### src/rtl/hsid_pkg.sv
// ============================================================================
// Module  : hsid_pkg
// Brief   : Shared HSID FIFO constants and the replay FIFO state type.
// Revision: 1.0 - initial release
// ============================================================================
`default_nettype none

package hsid_pkg;

    localparam int HSID_WORD_WIDTH          = 16;
    localparam int HSID_FIFO_ADDR_WIDTH     = 4;
    localparam int HSID_FIFO_LOOP_CNT_WIDTH = 8;

    typedef enum logic {
        HSID_FIFO_NORMAL = 1'b0,
        HSID_FIFO_LOOP   = 1'b1
    } hsid_fifo_state_t;

endpackage

`default_nettype wire

### src/rtl/hsid_replay_fifo_if.sv
// ============================================================================
// Module  : hsid_replay_fifo_if
// Brief   : Push/pop, status and replay-control bundle of the replay FIFO.
// Revision: 1.0 - initial release
// ============================================================================
`default_nettype none

interface hsid_replay_fifo_if #(
    parameter int WORD_WIDTH      = hsid_pkg::HSID_WORD_WIDTH,
    parameter int NUM_LANES       = 2,
    parameter int FIFO_ADDR_WIDTH = hsid_pkg::HSID_FIFO_ADDR_WIDTH,
    parameter int LOOP_CNT_WIDTH  = hsid_pkg::HSID_FIFO_LOOP_CNT_WIDTH
);
    logic                              clear;
    logic                              wr_en;
    logic [NUM_LANES*WORD_WIDTH-1:0]   data_in;
    logic                              rd_en;
    logic [NUM_LANES*WORD_WIDTH-1:0]   data_out;
    logic                              data_out_valid;
    logic [FIFO_ADDR_WIDTH:0]          level;
    logic [FIFO_ADDR_WIDTH:0]          almost_full_threshold;
    logic [FIFO_ADDR_WIDTH:0]          almost_empty_threshold;
    logic                              full;
    logic                              almost_full;
    logic                              empty;
    logic                              almost_empty;
    logic                              loop_start;
    logic [LOOP_CNT_WIDTH-1:0]         loop_passes;
    logic                              loop_busy;
    logic                              loop_done;
    logic                              overflow;
    logic                              underflow;

    modport master (
        output clear, wr_en, data_in, rd_en, almost_full_threshold,
               almost_empty_threshold, loop_start, loop_passes,
        input  data_out, data_out_valid, level, full, almost_full, empty,
               almost_empty, loop_busy, loop_done, overflow, underflow
    );

    modport slave (
        input  clear, wr_en, data_in, rd_en, almost_full_threshold,
               almost_empty_threshold, loop_start, loop_passes,
        output data_out, data_out_valid, level, full, almost_full, empty,
               almost_empty, loop_busy, loop_done, overflow, underflow
    );

endinterface

`default_nettype wire

### src/rtl/hsid_fifo_mem.sv
// ============================================================================
// Module  : hsid_fifo_mem
// Brief   : Simple dual-port RAM, synchronous write, registered read, no reset.
// Revision: 1.0 - initial release
// ============================================================================
`default_nettype none

module hsid_fifo_mem #(
    parameter int DATA_WIDTH = 32,
    parameter int ADDR_WIDTH = 4
) (
    input  logic                  clk,
    input  logic                  wr_en,
    input  logic [ADDR_WIDTH-1:0] wr_addr,
    input  logic [DATA_WIDTH-1:0] wr_data,
    input  logic                  rd_en,
    input  logic [ADDR_WIDTH-1:0] rd_addr,
    output logic [DATA_WIDTH-1:0] rd_data
);
    localparam int DEPTH = 1 << ADDR_WIDTH;

    logic [DATA_WIDTH-1:0] mem_q [DEPTH];
    logic [DATA_WIDTH-1:0] rd_data_q;

    // Read-during-write to the same address returns the old word.
    always_ff @(posedge clk) begin
        if (wr_en) begin
            mem_q[wr_addr] <= wr_data;
        end
        if (rd_en) begin
            rd_data_q <= mem_q[rd_addr];
        end
    end

    assign rd_data = rd_data_q;

endmodule

`default_nettype wire

### src/rtl/hsid_replay_fifo.sv
// ============================================================================
// Module  : hsid_replay_fifo
// Brief   : Multi-lane FIFO with counted, non-consuming replay of its contents.
//           Optional sticky overflow/underflow flags: HSID_FIFO_ERR_FLAGS_EN.
// Revision: 1.0 - initial release
// ============================================================================
`default_nettype none

module hsid_replay_fifo
    import hsid_pkg::*;
#(
    parameter int WORD_WIDTH      = HSID_WORD_WIDTH,
    parameter int NUM_LANES       = 2,
    parameter int FIFO_ADDR_WIDTH = HSID_FIFO_ADDR_WIDTH,
    parameter int LOOP_CNT_WIDTH  = HSID_FIFO_LOOP_CNT_WIDTH
) (
    input  logic              clk,
    input  logic              rst_n,
    hsid_replay_fifo_if.slave bus
);
    localparam int          DW        = WORD_WIDTH * NUM_LANES;
    localparam int          AW        = FIFO_ADDR_WIDTH;
    localparam int          LCW       = LOOP_CNT_WIDTH;
    localparam logic [AW:0] DEPTH_LVL = {1'b1, {AW{1'b0}}};

    hsid_fifo_state_t state_q, state_d;
    logic [AW-1:0]    wr_ptr_q, wr_ptr_d;
    logic [AW-1:0]    rd_ptr_q, rd_ptr_d;
    logic [AW:0]      level_q, level_d;
    logic [AW:0]      loop_len_q, loop_len_d;
    logic [AW-1:0]    word_cnt_q, word_cnt_d;
    logic [LCW-1:0]   passes_q, passes_d;
    logic [LCW-1:0]   pass_cnt_q, pass_cnt_d;
    logic             loop_busy_q, loop_busy_d;
    logic             loop_done_q, loop_done_d;
    logic             dout_valid_q, dout_valid_d;
    logic             dout_seen_q, dout_seen_d;

    logic             w_loop, w_full_lvl, w_empty;
    logic             w_start_ok, w_loop_go, w_push, w_pop, w_step;
    logic             w_last_word, w_last_pass;
    logic [DW-1:0]    mem_rd_data;
    logic [AW-1:0]    mem_rd_addr;
    logic             mem_rd_en, mem_wr_en;

    always_comb begin
        w_loop      = (state_q == HSID_FIFO_LOOP);
        w_full_lvl  = (level_q == DEPTH_LVL);
        w_empty     = (level_q == '0);
        w_start_ok  = !w_loop && bus.loop_start && !w_empty;
        w_loop_go   = w_start_ok && (bus.loop_passes != '0);
        // The cycle that enters replay performs no push or pop, so the replay
        // length is exactly the occupancy seen by the requester.
        w_pop       = !w_loop && !w_loop_go && bus.rd_en && !w_empty;
        w_push      = !w_loop && !w_loop_go && bus.wr_en && (!w_full_lvl || w_pop);
        w_step      = w_loop && bus.rd_en;
        w_last_word = ({1'b0, word_cnt_q} == (loop_len_q - 1'b1));
        w_last_pass = (pass_cnt_q == (passes_q - 1'b1));
    end

    // Replay reads through an offset from rd_ptr instead of copying entries to
    // the tail; the stored order afterwards is identical and nothing is consumed.
    assign mem_rd_addr = w_loop ? (rd_ptr_q + word_cnt_q) : rd_ptr_q;
    assign mem_rd_en   = w_pop || w_step;
    assign mem_wr_en   = w_push && !bus.clear;

    always_comb begin
        state_d      = state_q;
        wr_ptr_d     = wr_ptr_q;
        rd_ptr_d     = rd_ptr_q;
        level_d      = level_q;
        loop_len_d   = loop_len_q;
        word_cnt_d   = word_cnt_q;
        passes_d     = passes_q;
        pass_cnt_d   = pass_cnt_q;
        loop_busy_d  = loop_busy_q;
        loop_done_d  = 1'b0;
        dout_valid_d = w_pop || w_step;
        dout_seen_d  = dout_seen_q || dout_valid_d;

        if (w_push) begin
            wr_ptr_d = wr_ptr_q + 1'b1;
        end
        if (w_pop) begin
            rd_ptr_d = rd_ptr_q + 1'b1;
        end
        case ({w_push, w_pop})
            2'b10:   level_d = level_q + 1'b1;
            2'b01:   level_d = level_q - 1'b1;
            default: level_d = level_q;
        endcase

        if (w_loop_go) begin
            state_d     = HSID_FIFO_LOOP;
            loop_len_d  = level_q;
            passes_d    = bus.loop_passes;
            word_cnt_d  = '0;
            pass_cnt_d  = '0;
            loop_busy_d = 1'b1;
        end else if (w_start_ok) begin
            loop_done_d = 1'b1;
        end

        if (w_step) begin
            if (w_last_word) begin
                word_cnt_d = '0;
                if (w_last_pass) begin
                    state_d     = HSID_FIFO_NORMAL;
                    pass_cnt_d  = '0;
                    loop_busy_d = 1'b0;
                    loop_done_d = 1'b1;
                end else begin
                    pass_cnt_d = pass_cnt_q + 1'b1;
                end
            end else begin
                word_cnt_d = word_cnt_q + 1'b1;
            end
        end

        if (bus.clear) begin
            state_d      = HSID_FIFO_NORMAL;
            wr_ptr_d     = '0;
            rd_ptr_d     = '0;
            level_d      = '0;
            loop_len_d   = '0;
            word_cnt_d   = '0;
            passes_d     = '0;
            pass_cnt_d   = '0;
            loop_busy_d  = 1'b0;
            loop_done_d  = 1'b0;
            dout_valid_d = 1'b0;
            dout_seen_d  = 1'b0;
        end
    end

    always_ff @(posedge clk or negedge rst_n) begin
        if (!rst_n) begin
            state_q      <= HSID_FIFO_NORMAL;
            wr_ptr_q     <= '0;
            rd_ptr_q     <= '0;
            level_q      <= '0;
            loop_len_q   <= '0;
            word_cnt_q   <= '0;
            passes_q     <= '0;
            pass_cnt_q   <= '0;
            loop_busy_q  <= 1'b0;
            loop_done_q  <= 1'b0;
            dout_valid_q <= 1'b0;
            dout_seen_q  <= 1'b0;
        end else begin
            state_q      <= state_d;
            wr_ptr_q     <= wr_ptr_d;
            rd_ptr_q     <= rd_ptr_d;
            level_q      <= level_d;
            loop_len_q   <= loop_len_d;
            word_cnt_q   <= word_cnt_d;
            passes_q     <= passes_d;
            pass_cnt_q   <= pass_cnt_d;
            loop_busy_q  <= loop_busy_d;
            loop_done_q  <= loop_done_d;
            dout_valid_q <= dout_valid_d;
            dout_seen_q  <= dout_seen_d;
        end
    end

`ifdef HSID_FIFO_ERR_FLAGS_EN
    logic overflow_q, overflow_d;
    logic underflow_q, underflow_d;

    always_comb begin
        overflow_d  = overflow_q || (bus.wr_en && (w_loop || w_full_lvl) && !w_push);
        underflow_d = underflow_q || (!w_loop && bus.rd_en && w_empty);
        if (bus.clear) begin
            overflow_d  = 1'b0;
            underflow_d = 1'b0;
        end
    end

    always_ff @(posedge clk or negedge rst_n) begin
        if (!rst_n) begin
            overflow_q  <= 1'b0;
            underflow_q <= 1'b0;
        end else begin
            overflow_q  <= overflow_d;
            underflow_q <= underflow_d;
        end
    end

    assign bus.overflow  = overflow_q;
    assign bus.underflow = underflow_q;
`else
    assign bus.overflow  = 1'b0;
    assign bus.underflow = 1'b0;
`endif

    hsid_fifo_mem #(
        .DATA_WIDTH (DW),
        .ADDR_WIDTH (AW)
    ) u_mem (
        .clk     (clk),
        .wr_en   (mem_wr_en),
        .wr_addr (wr_ptr_q),
        .wr_data (bus.data_in),
        .rd_en   (mem_rd_en),
        .rd_addr (mem_rd_addr),
        .rd_data (mem_rd_data)
    );

    // RAM output is unreset, so hide it until a read has landed since reset/clear.
    assign bus.data_out       = dout_seen_q ? mem_rd_data : '0;
    assign bus.data_out_valid = dout_valid_q;
    assign bus.level          = level_q;
    assign bus.full           = w_loop || w_full_lvl;
    assign bus.empty          = w_empty;
    assign bus.almost_full    = (level_q >= bus.almost_full_threshold);
    assign bus.almost_empty   = (level_q <= bus.almost_empty_threshold);
    assign bus.loop_busy      = loop_busy_q;
    assign bus.loop_done      = loop_done_q;

endmodule

`default_nettype wire

### src/flat_wrapper.sv
// flat-port wrapper written by rule: the top's interface ports become plain ports
module hsid_replay_fifo_flat import hsid_pkg::*;
#(
    parameter int WORD_WIDTH      = HSID_WORD_WIDTH,
    parameter int NUM_LANES       = 2,
    parameter int FIFO_ADDR_WIDTH = HSID_FIFO_ADDR_WIDTH,
    parameter int LOOP_CNT_WIDTH  = HSID_FIFO_LOOP_CNT_WIDTH
)
  (clk, rst_n, bus_clear, bus_wr_en, bus_data_in, bus_rd_en, bus_almost_full_threshold, bus_almost_empty_threshold, bus_loop_start, bus_loop_passes, bus_data_out, bus_data_out_valid, bus_level, bus_full, bus_almost_full, bus_empty, bus_almost_empty, bus_loop_busy, bus_loop_done, bus_overflow, bus_underflow);
  hsid_replay_fifo_if #(.WORD_WIDTH(WORD_WIDTH), .NUM_LANES(NUM_LANES), .FIFO_ADDR_WIDTH(FIFO_ADDR_WIDTH), .LOOP_CNT_WIDTH(LOOP_CNT_WIDTH)) bus_i ();
  input  logic clk;
  input  logic rst_n;
  input wire logic [$bits(bus_i.clear)-1:0] bus_clear;
  input wire logic [$bits(bus_i.wr_en)-1:0] bus_wr_en;
  input wire logic [$bits(bus_i.data_in)-1:0] bus_data_in;
  input wire logic [$bits(bus_i.rd_en)-1:0] bus_rd_en;
  input wire logic [$bits(bus_i.almost_full_threshold)-1:0] bus_almost_full_threshold;
  input wire logic [$bits(bus_i.almost_empty_threshold)-1:0] bus_almost_empty_threshold;
  input wire logic [$bits(bus_i.loop_start)-1:0] bus_loop_start;
  input wire logic [$bits(bus_i.loop_passes)-1:0] bus_loop_passes;
  output wire logic [$bits(bus_i.data_out)-1:0] bus_data_out;
  output wire logic [$bits(bus_i.data_out_valid)-1:0] bus_data_out_valid;
  output wire logic [$bits(bus_i.level)-1:0] bus_level;
  output wire logic [$bits(bus_i.full)-1:0] bus_full;
  output wire logic [$bits(bus_i.almost_full)-1:0] bus_almost_full;
  output wire logic [$bits(bus_i.empty)-1:0] bus_empty;
  output wire logic [$bits(bus_i.almost_empty)-1:0] bus_almost_empty;
  output wire logic [$bits(bus_i.loop_busy)-1:0] bus_loop_busy;
  output wire logic [$bits(bus_i.loop_done)-1:0] bus_loop_done;
  output wire logic [$bits(bus_i.overflow)-1:0] bus_overflow;
  output wire logic [$bits(bus_i.underflow)-1:0] bus_underflow;
  assign bus_i.clear = bus_clear;
  assign bus_i.wr_en = bus_wr_en;
  assign bus_i.data_in = bus_data_in;
  assign bus_i.rd_en = bus_rd_en;
  assign bus_i.almost_full_threshold = bus_almost_full_threshold;
  assign bus_i.almost_empty_threshold = bus_almost_empty_threshold;
  assign bus_i.loop_start = bus_loop_start;
  assign bus_i.loop_passes = bus_loop_passes;
  assign bus_data_out = bus_i.data_out;
  assign bus_data_out_valid = bus_i.data_out_valid;
  assign bus_level = bus_i.level;
  assign bus_full = bus_i.full;
  assign bus_almost_full = bus_i.almost_full;
  assign bus_empty = bus_i.empty;
  assign bus_almost_empty = bus_i.almost_empty;
  assign bus_loop_busy = bus_i.loop_busy;
  assign bus_loop_done = bus_i.loop_done;
  assign bus_overflow = bus_i.overflow;
  assign bus_underflow = bus_i.underflow;
  hsid_replay_fifo #(.WORD_WIDTH(WORD_WIDTH), .NUM_LANES(NUM_LANES), .FIFO_ADDR_WIDTH(FIFO_ADDR_WIDTH), .LOOP_CNT_WIDTH(LOOP_CNT_WIDTH)) u_core (.clk(clk), .rst_n(rst_n), .bus(bus_i));
endmodule
### config.mk
export PLATFORM = sky130hd
export DESIGN_NAME = hsid_replay_fifo_flat
export DESIGN_NICKNAME = d
export VERILOG_FILES = /design/src/rtl/hsid_pkg.sv /design/src/rtl/hsid_replay_fifo_if.sv /design/src/rtl/hsid_fifo_mem.sv /design/src/rtl/hsid_replay_fifo.sv /design/src/flat_wrapper.sv
export SDC_FILE = /design/constraint.sdc
export NUM_CORES = 1
export LEC_CHECK = 0
export BUFFER_PORTS_ARGS = -buffer_cell sky130_fd_sc_hd__buf_4
export CAP_MARGIN = 10
export CELL_PAD_IN_SITES_DETAIL_PLACEMENT = 0
export CELL_PAD_IN_SITES_GLOBAL_PLACEMENT = 1
export CORE_UTILIZATION = 30
export DETAILED_ROUTE_END_ITERATION = 8
export GPL_TIMING_DRIVEN = 0
export PLACE_DENSITY = 0.55
export RECOVER_POWER = 50
export SKIP_LAST_GASP = 1
export SLEW_MARGIN = 25
export SYNTH_ARGS = -nofsm -noshare
export SYNTH_HDL_FRONTEND = slang
export SYNTH_SLANG_ARGS = --single-unit
### constraint.sdc
create_clock -name clk -period 3.84 [get_ports clk]
set_clock_uncertainty 0.05 [all_clocks]
set_input_delay 0.192 -clock clk [delete_from_list [all_inputs] [get_ports clk]]
set_output_delay 0.192 -clock clk [all_outputs]
set_load 0.1 [all_outputs]
**Word level (Yosys, flattened, before mapping)**

Memories as Yosys holds them, arrays and structs flattened. A register that Yosys moved wholly into a read port is not among the register bits.
Cells that the tools add are included.

- Register bits: 43
- Memory bits (writable): 512
- Bits of input ports: 56
- Output and inout bits: 46
- Memories: 1

Memory list:

| memory | words | width | read ports | clocked after memory_dff | wr ports | line | text |
|---|---|---|---|---|---|---|---|
| u_core.u_mem.mem_q | 16 | 32 | 1 | 1 | 1 | hsid_fifo_mem.sv:22 | `logic [DATA_WIDTH-1:0] mem_q [DEPTH];` |

- Add/subtract/negate cells: 9
- Order comparisons: 2
- Equal/unequal tests: 5
- Muxes and demuxes: 41
- Reductions and logical operators: 26

Operators by type and width:

| cell | count |
|---|---|
| $mux W8 | 7 |
| $mux W4 | 9 |
| $mux W32 | 1 |
| $mux W1 | 20 |
| $mux W5 | 3 |
| $add A4 B1 Y4 const B | 3 |
| $logic_and A1 B1 Y1 | 10 |
| $pmux W5 S2 | 1 |
| $sub A5 B1 Y5 const B | 2 |
| $add A8 B1 Y8 const B | 1 |
| $eq A8 B8 Y1 | 1 |
| $reduce_bool A8 Y1 | 1 |
| $sub A8 B1 Y8 const B | 1 |
| $reduce_bool A2 Y1 | 3 |
| $reduce_bool A3 Y1 | 2 |
| $add A5 B1 Y5 const B | 1 |
| $eq A4 B5 Y1 | 1 |
| $eq A5 B5 Y1 const B | 1 |
| $ge A5 B5 Y1 | 1 |
| $le A5 B5 Y1 | 1 |
| $logic_not A1 Y1 | 5 |
| $logic_not A5 Y1 | 1 |
| $add A4 B4 Y4 | 1 |
| $logic_or A1 B1 Y1 | 4 |
| 2 further kinds | 2 |

**Depth between registers and ports, before layout**

- Word-level depth: 13
- Gate-level depth with buffers: 12
- Mapped depth without buffers: 11

**By module**

From an unflattened synthesis, not the netlist that was laid out.

- Cells, all modules: 1205
- Area, all modules: 23379.9 µm²

Modules (own cells, without submodules):

| module | times used | cells an instance | area an instance (µm²) |
|---|---|---|---|
| hsid_fifo_mem | 1 | 838 | 20174.3 |
| hsid_replay_fifo | 1 | 367 | 3205.6 |

**Worst setup path after synthesis**

Ideal clock, no wire load.

- Path kind: register to register
- Start: register u_core.level_q[1], in the netlist u_core.bus.level[1]
- End: memory u_core.u_mem.mem_q[0][0], enable pin
- Setup time: 0.421 ns
- Arrival time: 3.670 ns
- Setup slack: -0.301 ns
- Cell stages (with the launch flop): 7
- Period minus slack after synthesis: 4.141 ns
- Path through: dfrtp_1 -> or4_4 -> o211ai_2 -> o211a_4 -> a21boi_4 -> nand2_1 -> nor2_1

- Longest elaborated chain between the ends: 13

RTL lines:

| item | line | text |
|---|---|---|
| from (decl) | hsid_replay_fifo.sv:29 | `logic [AW:0] level_q, level_d;` |
| from (signal assigned) | hsid_replay_fifo.sv:154 | `level_q <= level_d;` |
| $logic_not A5 Y1 | hsid_replay_fifo.sv:49 | `w_empty = (level_q == '0);` |
| $logic_not A1 Y1 | hsid_replay_fifo.sv:50, hsid_replay_fifo.sv:54 |  |
| $logic_and A1 B1 Y1 | hsid_replay_fifo.sv:50 | `w_start_ok = !w_loop && bus.loop_start && !w_empty;` |
| $logic_and A1 B1 Y1 | hsid_replay_fifo.sv:51 | `w_loop_go = w_start_ok && (bus.loop_passes != '0);` |
| $logic_not A1 Y1 | hsid_replay_fifo.sv:54, hsid_replay_fifo.sv:55 |  |
| $logic_and A1 B1 Y1 | hsid_replay_fifo.sv:54, hsid_replay_fifo.sv:55 |  |
| $logic_and A1 B1 Y1 (2 in a row) | hsid_replay_fifo.sv:54 | `w_pop = !w_loop && !w_loop_go && bus.rd_en && !w_empty;` |
| $logic_or A1 B1 Y1 | hsid_replay_fifo.sv:55 | `w_push = !w_loop && !w_loop_go && bus.wr_en && (!w_full_lvl \|\| w_pop);` |
| $logic_and A1 B1 Y1 * | hsid_replay_fifo.sv:55 |  |
| $logic_and A1 B1 Y1 * | hsid_replay_fifo.sv:65 | `assign mem_wr_en = w_push && !bus.clear;` |
| $mux W1 * | hsid_fifo_mem.sv:27 | `if (wr_en) begin` |
| $mux W1 (implied by the code) * | hsid_fifo_mem.sv:28 | `mem_q[wr_addr] <= wr_data;` |
| to (decl) | hsid_fifo_mem.sv:22 |  |

Mark *: on every way between the ends. The rest lies on a longest branch, timed or not.

**Worst setup path after layout**

- Start: register u_core.word_cnt_q[0]
- End: register u_core.u_mem.rd_data_q[13], in the netlist u_core.u_mem.rd_data[13] (read register of u_core.u_mem.mem_q) (data pin)

- Longest elaborated chain between the ends: 2

RTL lines:

| item | line | text |
|---|---|---|
| from (decl) | hsid_replay_fifo.sv:31 | `logic [AW-1:0] word_cnt_q, word_cnt_d;` |
| from (signal assigned) | hsid_replay_fifo.sv:156 | `word_cnt_q <= word_cnt_d;` |
| $add A4 B4 Y4 | hsid_replay_fifo.sv:63 | `assign mem_rd_addr = w_loop ? (rd_ptr_q + word_cnt_q) : rd_ptr_q;` |
| $mux W4 | hsid_replay_fifo.sv:63 |  |
| to (decl) | hsid_fifo_mem.sv:23 | `logic [DATA_WIDTH-1:0] rd_data_q;` |

Every way passes these cells.
A chain may end at the register's enable or synchronous reset.

==> impl_metrics.toml <==
[status]
status = "complete, but fails checks"
violations = "capacitance limit, slew limit"

[place]
dp_hpwl_um = 36600
dp_slack_ns = -0.309
portBuffers = 98
gp_congestion = 0.708

[routing]
avgRoutedWirePerCell_um = 22.6
vias_per_cell = 4.70
postRouteAntennaNets = 0
routed.top_layer = "met5"
wl_met3_um = 1890
vias = 11800
drt_iter0_markers = 812
first_pass_iters = 6
wl_um = 56900
wl_met1_um = 25700
drcViolationCount = 0
wl_met2_um = 28000

[critical_path]
critPathKind = "reg2reg"
endpoint_kind = "register"
critPathTopFamily = "buffers and inverters"
cpPeakStageDelay_ns = 0.85
cp.required_ns = 4.13
r2r_start = "u_core.word_cnt_q[0]"
cpMaxStageDelayCell = "buf_1"
setup.worst_path.start = "u_core.word_cnt_q[0]"
crit_arrival_ns = 3.88
cp_num_buf_inv = 3
path_cells = "ha_1, inv_1, fa_1, nand2_1, o21ai_0, buf_1, buf_1, mux2i_1, mux2i_1"
cp-start-kind = "register"
crit_fanout = 10

[sta]
setup_viol = 0
fin_crit_sh = 0.933
fmax_ghz = 0.279
finalHoldViolations = 0
fin_ws_ns = 0.256
slew_violations = 44
slew_headroom = -0.725
holdWs_ns = 0.101
min_period_ns = 3.58
rsz0062_at_grt = "false"
tightest_slew_ns = 2.59
final.setup.tns_ns = 0

[synth]
yosys.area.top_type_share = 0.692
netlist_area_um2 = 23600
syn_avg_cell_area_um2 = 20.0
synth_common_cells = "edfxtp_1, mux4_2, mux2i_1"
yosys_register_bits = 587
synth_area_leaders = "edfxtp_1, mux4_2, dfrtp_1, mux2i_1, ha_1"
yosysWarnings = 0
async_reset_ff_frac = 0.0733
yosysSeqAreaShare = 0.738
yosys.area.top_type = "edfxtp_1"
synth-main-ff-cell = "edfxtp_1"
netlist_instances = 1182
synthDistinctLibCells = 60
synth_edf_count = 544
yosysMostFrequentCell = "edfxtp_1"

[power_and_ir_drop]
p_sw_frac = 0.292
p_per_area_nw_per_um2 = 605
totalPowerFinal_mw = 17.5
combPwrFrac = 0.208
vdd_drop_max_mv = 0.370
p_leak_nw = 10.1
netSwitchingPower_mw = 5.11
p_int_mw = 12.4
seqPwrFrac = 0.428
clkPwrFrac = 0.364

[floorplanning]
die_h_um = 283
io_pins = 102
dieWidth_um = 283
start_util = 0.304
die_area_um2 = 79800
core_area_um2 = 77700
num_rows = 102

[clock_network]
clock-sinks = 587
clock_latency_ns = 0.61
htree_levels = 3
clk_pin_slew_ns = 0.06
cts_buffers = 68
cts_tree = "done"
clock_path_buffers = 3
root_buffer = "clkbuf_16"

[flow_run]
drv_cap = 1

[global_routing]
grt_start_max_net_pins = 44
track_usage = 0.145
gr-total-overflow = 0
antenna_found_initial = 2
grt_pass1_vias = 12500
grt_first_pass_wirelength_um = 83900

[final_layout]
multi_input_area_um2 = 5960
final_util = 0.373
area.sequential_um2 = 17400
nets = 1508
area_growth_pct = 22.7
diodes = 0
drive_gt1_frac = 0.243
nFillCells = 7164

[worst_hold_path]
hold_class = "in2reg"
worstHoldStart = "bus_rd_en"
per-stage QoR:
step / cells / cell area [um^2]
6_report: 2517 / 29000
5_1_grt: 2517 / 29000
4_1_cts: 2517 / 29200
3_5_place_dp: 2353 / 26600
3_3_place_gp: 2321 / 25700
2_1_floorplan: 1183 / 23600
logic make-up (layout without fill, tap and decap cells):
| group | Yosys count | in the layout | synth area share |
|---|---|---|---|
| flops | 587 | 587 | 0.738 |
| xor+xnor | 26 | 26 | 0.00965 |
| simple gates | 161 | 161 | 0.0355 |
| fa+ha+maj | 28 | 28 | 0.0154 |
| mux | 232 | 232 | 0.166 |
| other cells | 1 | 2 | 0.000159 |
| buf+inv | 82 | 376 | 0.0146 |
| compound gates | 65 | 65 | 0.0208 |
worst register-to-register path: cells and delay by family (launching register included):
| kind | cells | cell delay (ns) |
|---|---|---|
| AO/OA/AOI/OAI | 1 | 0.08 |
| flip-flops | 1 | 0.47 |
| multiplexers | 2 | 0.49 |
| buffers and inverters | 3 | 1.49 |
| AND/OR/NAND/NOR | 1 | 0.05 |
| adder cells (fa/ha/maj) | 2 | 0.68 |
power groups by stage:
stage                     combinational (mW)  clock, mW  sequential [mW]
after floorplan                         2.52          0             7.71
after global placement                  3.63          0             7.65
after detailed placement                3.78          0             7.64
after CTS                               3.82       6.54             7.50
after global routing                    3.92       6.77             7.53
final                                   3.63       6.37             7.50
timing repair:
item,4_1_cts,5_1_grt
setup endpoints to repair,30,13
setup buffers,0,0
gates resized for setup,6,3
hold endpoints to repair,564,0
hold buffers,42,0
registers in the layout (all words and copies together), names as in the netlist, 4 cells and up:
signal                cells
u_core.passes_q           8
u_core.u_mem.rd_data     32
u_core.pass_cnt_q         8
u_core.rd_ptr_q           4
u_core.u_mem.mem_q      512
u_core.loop_len_q         5
u_core.bus.level          5
u_core.wr_ptr_q           4
u_core.word_cnt_q         4
cells in the final DEF (no fill, tap or decap), drive strengths merged, types with 6 or more instances in the layout:
cell type	count
xnor2	17
clkinv	29
edfxtp	544
a21oi	14
ha	25
mux2i	100
nor2b	8
inv	32
xor2	9
and2	33
mux4	128
o21ai	11
clkbuf	163
a22o	15
nand3	15
bufinv	6
nand2	27
nor2	44
buf	101
dlygate4sd3	42
dfrtp	43
cell type report:
type,count,area share
inverter,30,0.00389
multi-input combinational,514,0.206
timing repair buffer,172,0.0594
clock inverter,39,0.0146
sequential,587,0.601
clock buffer,83,0.0614
buffer,52,0.00868
tap,1040,0.0449
final timing paths:
kind | end | slack [ns] | depth (start not counted)
max | u_core.u_mem.rd_data[13] | 0.26 | 9
min | u_core.bus.data_out_valid | 0.10 | 3
max reg2reg | u_core.u_mem.rd_data[13] | 0.26 | 9
min reg2reg | u_core.bus.loop_busy | 0.49 | 1
max in group asynchronous | u_core.wr_ptr_q[0] | 1.37 | 2
min in group asynchronous | u_core.pass_cnt_q[1] | 0.89 | 2
metal layers:
metal	vias up	GRT usage
li1	5285	-
met2	189	0.241
met5	-	0
met3	91	0.0262
met1	6257	0.196
met4	2	0.0387
Note: power is estimated with default switching activity, not from simulation.
